`config.mk`:
```
export PLATFORM = sky130hd
export DESIGN_NAME = countdown_timer_flat
export DESIGN_NICKNAME = d
export VERILOG_FILES = /design/src/rtl/counter_pkg.sv /design/src/rtl/countdown_timer_if.sv /design/src/rtl/tff_down_stage.sv /design/src/rtl/countdown_timer.sv /design/src/flat_wrapper.sv
export SDC_FILE = /design/constraint.sdc
export NUM_CORES = 1
export LEC_CHECK = 0
export CAP_MARGIN = 30
export CORE_AREA = 2 2 39 41
export CTS_BUF_LIST = sky130_fd_sc_hd__clkbuf_16
export DETAILED_ROUTE_END_ITERATION = 10
export DIE_AREA = 0 0 41 43
export DONT_BUFFER_PORTS = 1
export PLACE_DENSITY_LB_ADDON = 0.2
export SYNTH_ARGS = -nofsm -noshare
export SYNTH_HDL_FRONTEND = slang
export SYNTH_HIERARCHICAL = 1
export SYNTH_SLANG_ARGS = --single-unit
```
`constraint.sdc`:
```
create_clock -name clk -period 1.7 [get_ports clk]
set_input_delay 0.17 -clock clk [delete_from_list [all_inputs] [get_ports clk]]
set_output_delay 0.17 -clock clk [all_outputs]
set_load 0.01 [all_outputs]
```
`src/rtl/counter_pkg.sv`:
```
// Shared types and constants for the counter fabric.
package counter_pkg;

    localparam int DEF_WIDTH = 3;

    typedef enum logic [1:0] {
        IDLE = 2'd0,
        RUN  = 2'd1,
        DONE = 2'd2
    } cnt_state_e;

endpackage

```
`src/rtl/countdown_timer_if.sv`:
```
// Control/status bundle for countdown_timer; master drives the controls.
interface countdown_timer_if #(
    parameter int WIDTH = counter_pkg::DEF_WIDTH
);
    logic             start;
    logic [WIDTH-1:0] load_val;
    logic             en;
    logic             auto_reload;
    logic [WIDTH-1:0] count;
    logic             busy;
    logic             tc;
    logic             done;

    modport master (
        output start, load_val, en, auto_reload,
        input  count, busy, tc, done
    );

    modport slave (
        input  start, load_val, en, auto_reload,
        output count, busy, tc, done
    );
endinterface

```
`src/rtl/tff_down_stage.sv`:
```
// One bit of a T flip-flop down counter: async clear, sync load, toggle on borrow.
module tff_down_stage (
    input  logic clk,
    input  logic reset,
    input  logic load_i,
    input  logic d_i,
    input  logic dec_i,
    input  logic lz_i,   // every lower count bit is zero
    output logic q_o
);
    logic q_q;

    // Load wins over toggle; a bit flips on decrement when all lower bits are zero.
    always_ff @(posedge clk or negedge reset) begin
        if (!reset)
            q_q <= 1'b0;
        else if (load_i)
            q_q <= d_i;
        else if (dec_i && lz_i)
            q_q <= ~q_q;
    end

    assign q_o = q_q;
endmodule

```
`src/rtl/countdown_timer.sv`:
```
// Loadable, enable-gated down counter with terminal-count pulse and auto-reload.
module countdown_timer
    import counter_pkg::*;
#(
    parameter int WIDTH = DEF_WIDTH
) (
    input  logic               clk,
    input  logic               reset,
    countdown_timer_if.slave   bus
);
    cnt_state_e       state_q, state_d;
    logic [WIDTH-1:0] reload_q, reload_d;
    logic             tc_q, tc_d;

    logic [WIDTH-1:0] cnt;
    logic [WIDTH-1:0] zero_below;
    logic [WIDTH-1:0] load_data;
    logic             load, dec, cnt_zero;

    assign cnt_zero = (cnt == '0);

    // Borrow chain: bit i toggles only when bits below it are all zero.
    genvar gi;
    generate
        for (gi = 0; gi < WIDTH; gi++) begin : g_stage
            if (gi == 0) begin : g_lsb
                assign zero_below[gi] = 1'b1;
            end else begin : g_upper
                assign zero_below[gi] = zero_below[gi-1] & ~cnt[gi-1];
            end
            tff_down_stage u_stage (
                .clk    (clk),
                .reset  (reset),
                .load_i (load),
                .d_i    (load_data[gi]),
                .dec_i  (dec),
                .lz_i   (zero_below[gi]),
                .q_o    (cnt[gi])
            );
        end
    endgenerate

    // State, reload value and terminal-count pulse registers.
    always_ff @(posedge clk or negedge reset) begin
        if (!reset) begin
            state_q  <= IDLE;
            reload_q <= '0;
            tc_q     <= 1'b0;
        end else begin
            state_q  <= state_d;
            reload_q <= reload_d;
            tc_q     <= tc_d;
        end
    end

    // Next state plus counter load/decrement controls; start always takes priority.
    always_comb begin
        state_d   = state_q;
        reload_d  = reload_q;
        tc_d      = 1'b0;
        load      = 1'b0;
        load_data = bus.load_val;
        dec       = 1'b0;
        if (bus.start) begin
            // Restart from any state; a terminal count this cycle is dropped.
            load     = 1'b1;
            reload_d = bus.load_val;
            state_d  = RUN;
        end else if (state_q == RUN && bus.en) begin
            if (!cnt_zero) begin
                dec = 1'b1;
            end else begin
                // Zero never wraps to all-ones: it is always a terminal count.
                tc_d = 1'b1;
                if (bus.auto_reload) begin
                    load      = 1'b1;
                    load_data = reload_q;
                end else begin
                    state_d = DONE;
                end
            end
        end
    end

    // Status outputs decoded from registered state.
    always_comb begin
        bus.busy  = (state_q == RUN);
        bus.done  = (state_q == DONE);
        bus.tc    = tc_q;
        bus.count = cnt;
    end
endmodule

```
`src/flat_wrapper.sv`:
```
// flat-port wrapper written by rule: the top's interface ports become plain ports
module countdown_timer_flat import counter_pkg::*;
#(
    parameter int WIDTH = DEF_WIDTH
)
  (clk, reset, bus_start, bus_load_val, bus_en, bus_auto_reload, bus_count, bus_busy, bus_tc, bus_done);
  countdown_timer_if #(.WIDTH(WIDTH)) bus_i ();
  input  logic clk;
  input  logic reset;
  input wire logic [$bits(bus_i.start)-1:0] bus_start;
  input wire logic [$bits(bus_i.load_val)-1:0] bus_load_val;
  input wire logic [$bits(bus_i.en)-1:0] bus_en;
  input wire logic [$bits(bus_i.auto_reload)-1:0] bus_auto_reload;
  output wire logic [$bits(bus_i.count)-1:0] bus_count;
  output wire logic [$bits(bus_i.busy)-1:0] bus_busy;
  output wire logic [$bits(bus_i.tc)-1:0] bus_tc;
  output wire logic [$bits(bus_i.done)-1:0] bus_done;
  assign bus_i.start = bus_start;
  assign bus_i.load_val = bus_load_val;
  assign bus_i.en = bus_en;
  assign bus_i.auto_reload = bus_auto_reload;
  assign bus_count = bus_i.count;
  assign bus_busy = bus_i.busy;
  assign bus_tc = bus_i.tc;
  assign bus_done = bus_i.done;
  countdown_timer #(.WIDTH(WIDTH)) u_core (.clk(clk), .reset(reset), .bus(bus_i));
endmodule
```
==> flow_summary.json <==
{
  "status": "finished, final reports clean",
  "antenna_left": 0,
  "num_vias": 414,
  "fin_util": 0.5344,
  "setup_viol_count_final": 0,
  "path_class": "reg2reg",
  "cpPeakStageDelay_ns": 0.44,
  "drt-initial-drc-count": 3,
  "worstPathArrival_ns": 1.79,
  "path_cells": "nor3_4 -> nand4_2 -> mux2_1 -> a221o_1",
  "die_w_um": 41,
  "worst_hold_slack_ns": 0.08257,
  "endpoint_kind": "register",
  "grt_pass1_wl_um": 2159,
  "ys_types": 21,
  "cts.path.max_buffers": 2,
  "post-synth-top-area-cell": "dfrtp_1",
  "initial_core_util": 0.3861,
  "yosys_register_bits": 9,
  "io-pin-count": 14,
  "finalCritPeriodShare": 0.9867,
  "yosys-top-cells-area": "dfrtp_1 42%, and4bb_1 7.0%, mux2_1 6.3%, mux2_2 6.3%, a221o_1 5.6%",
  "clock_skew_ns": 0.0007735,
  "coreArea_um2": 1384,
  "syn_inst": 47,
  "grt_start_max_net_pins": 10,
  "cts_tree": "built",
  "firstDrtPassIters": 3,
  "switching_power_mw": 0.1985,
  "viasPerCell": 5.241,
  "hold_viol": 0,
  "drive_gt1_frac": 0.3651,
  "p_leak_nw": 0.3530,
  "die_area_um2": 1763,
  "max_freq_ghz": 0.5962,
  "cts-root-buf": "clkbuf_16",
  "netlist.area_leader.share": 0.4215,
  "areaGrowthSynthToFinish_pct": 38.41,
  "hpwlAfterDp_um": 894,
  "clk_pin_slew_ns": 0.04,
  "yosys_warnings": 6,
  "wl_per_cell_um": 16.25,
  "gp_congestion": 0.7120,
  "yosysSeqAreaShare": 0.4215,
  "drt-total-wl_um": 1284,
  "min_period_ns": 1.677,
  "clkPwrFrac": 0.500,
  "startpoint_type": "register",
  "slowest_stage": "dfrtp_2",
  "cap_violations": 0,
  "grt_usage": 0.1919,
  "avgSynthCellArea_um2": 11.37,
  "hp-class": "in2reg",
  "peakVddDrop_uv": 661.5,
  "seqPwrFrac": 0.323,
  "p_per_area_nw_per_um2": 1117,
  "drc": 0,
  "rsz0062_at_grt": "yes",
  "syn-cell-area_um2": 534.3,
  "worstPathMaxFanout": 3,
  "grt_pass1_vias": 460,
  "antennaDiodeCount": 0,
  "fin_ws_ns": 0.02262,
  "combinationalPowerShare": 0.177,
  "cts_max_level": 1,
  "core.rowCount": 14,
  "clock_latency_ns": 0.24,
  "required_ns": 1.81,
  "antenna_found_initial": 0,
  "nets": 72,
  "die_y_um": 43,
  "drv_slew": 0,
  "p_int_mw": 0.6278,
  "dpl_worst_slack_ns": 0.001363,
  "swShare": 0.2402,
  "cts_buffers": 3,
  "grt_remaining_overflow": 0,
  "port-buffer-count": 0,
  "clock-sinks": 9
}
==> path summary, 6_finish.rpt <==
check / start / endpoint / slack (ns) / depth (start not counted)
min in group asynchronous: reset / u_core/state_q[1] / 0.31 / 1
max reg2reg: u_core/g_stage[0].u_stage/q_o / u_core/g_stage[2].u_stage/q_o / 0.02 / 4
min: bus_load_val[1] / u_core/reload_q[1] / 0.08 / 1
max: u_core/g_stage[0].u_stage/q_o / u_core/g_stage[2].u_stage/q_o / 0.02 / 4
max in group asynchronous: reset / u_core/g_stage[2].u_stage/q_o / 1.07 / 1
min reg2reg: u_core/reload_q[2] / u_core/reload_q[2] / 0.49 / 1
==> worst max-delay path, delay by kind of cell, from the launching register on <==
kind | cells | cell delay (ns)
and+or+nand+nor | 2 | 0.40
muxes | 1 | 0.39
DFF | 1 | 0.44
AOI/OAI and AO/OA | 1 | 0.32
==> synthesized netlist by cell type, drive strengths merged <==
master and instances:
dfrtp 9, mux2 6, and2b 4, nand2 4
nor2 4, a221o 3, and4bb 3, inv 2
nor2b 2, nor3 2, a21oi 1, a31o 1
a31oi 1, and3 1, buf 1, conb 1
nand4 1, nor4b 1
==> power by group through the flow <==
stage	Sequential [mW]	Combinational [mW]	Clock, mW
after floorplan	0.270	0.0760	0
after global placement	0.262	0.115	0
after detailed placement	0.264	0.120	0
after CTS	0.267	0.134	0.422
after global routing	0.271	0.159	0.435
final	0.267	0.146	0.413
==> timing repair <==
item	4_1_cts	5_1_grt
hold endpoints to repair	10	0
gates cloned	1	0
pin swaps	2	9
setup endpoints to repair	3	3
buffers inserted	0	4
resized for setup	2	1
hold buffers	2	0
==> sequential cells by signal, indices dropped and copies added, names as in the netlist <==
register	count
u_core/bus.tc	1
u_core/g_stage.u_stage/q_o	3
u_core/reload_q	3
u_core/state_q	2
==> stage by stage <==
stage               power, mW  setup TNS, ns  area, µm²  std cells
floorplan              0.3460              0      544.3         48
global placement       0.3769              0      590.6         68
detailed placement     0.3845              0      590.6         68
CTS                    0.8225              0      708.2         75
global route           0.8645       -0.02286      739.5         79
finish                 0.8263              0      739.5         79
==> per-layer routing <==
layer / wire, µm / track usage / vias up
met5: 0 / 0 / -
met4: 34 / 0.1200 / 0
met3: 84 / 0.07330 / 3
met2: 647 / 0.2781 / 12
met1: 519 / 0.2267 / 193
li1: - / - / 206
==> cell usage in the layout, fill, tap and decap left out, types with 3 or more instances in the layout <==
cell       instances
nor2_1             4
and2b_1            4
mux2_1             3
buf_4              9
and4bb_1           3
inv_1              3
dfrtp_1            7
nand2_1            4
mux2_2             3
a221o_1            3
clkbuf_16          3
==> cell type report <==
cell class                 instances  area (µm²)
clock buffer                       3       75.07
clock inverter                     1       3.754
fill                             127       644.4
inverter                           2       7.507
multi-input combinational         37       317.8
sequential                         9       227.7
tap                               16       20.02
timing repair buffer              11       87.58
==> kinds of logic (layout without fill, tap and decap cells) <==
family / count (synthesis) / after routing / share of synthesized area
simple gates: 22 / 22 / 0.3162
flops: 9 / 9 / 0.4216
compound gates: 6 / 7 / 0.09368
mux: 6 / 6 / 0.1265
buf+inv: 3 / 17 / 0.03513
other cells: 1 / 2 / 0.007019
Note: power is estimated with default switching activity, not from simulation.
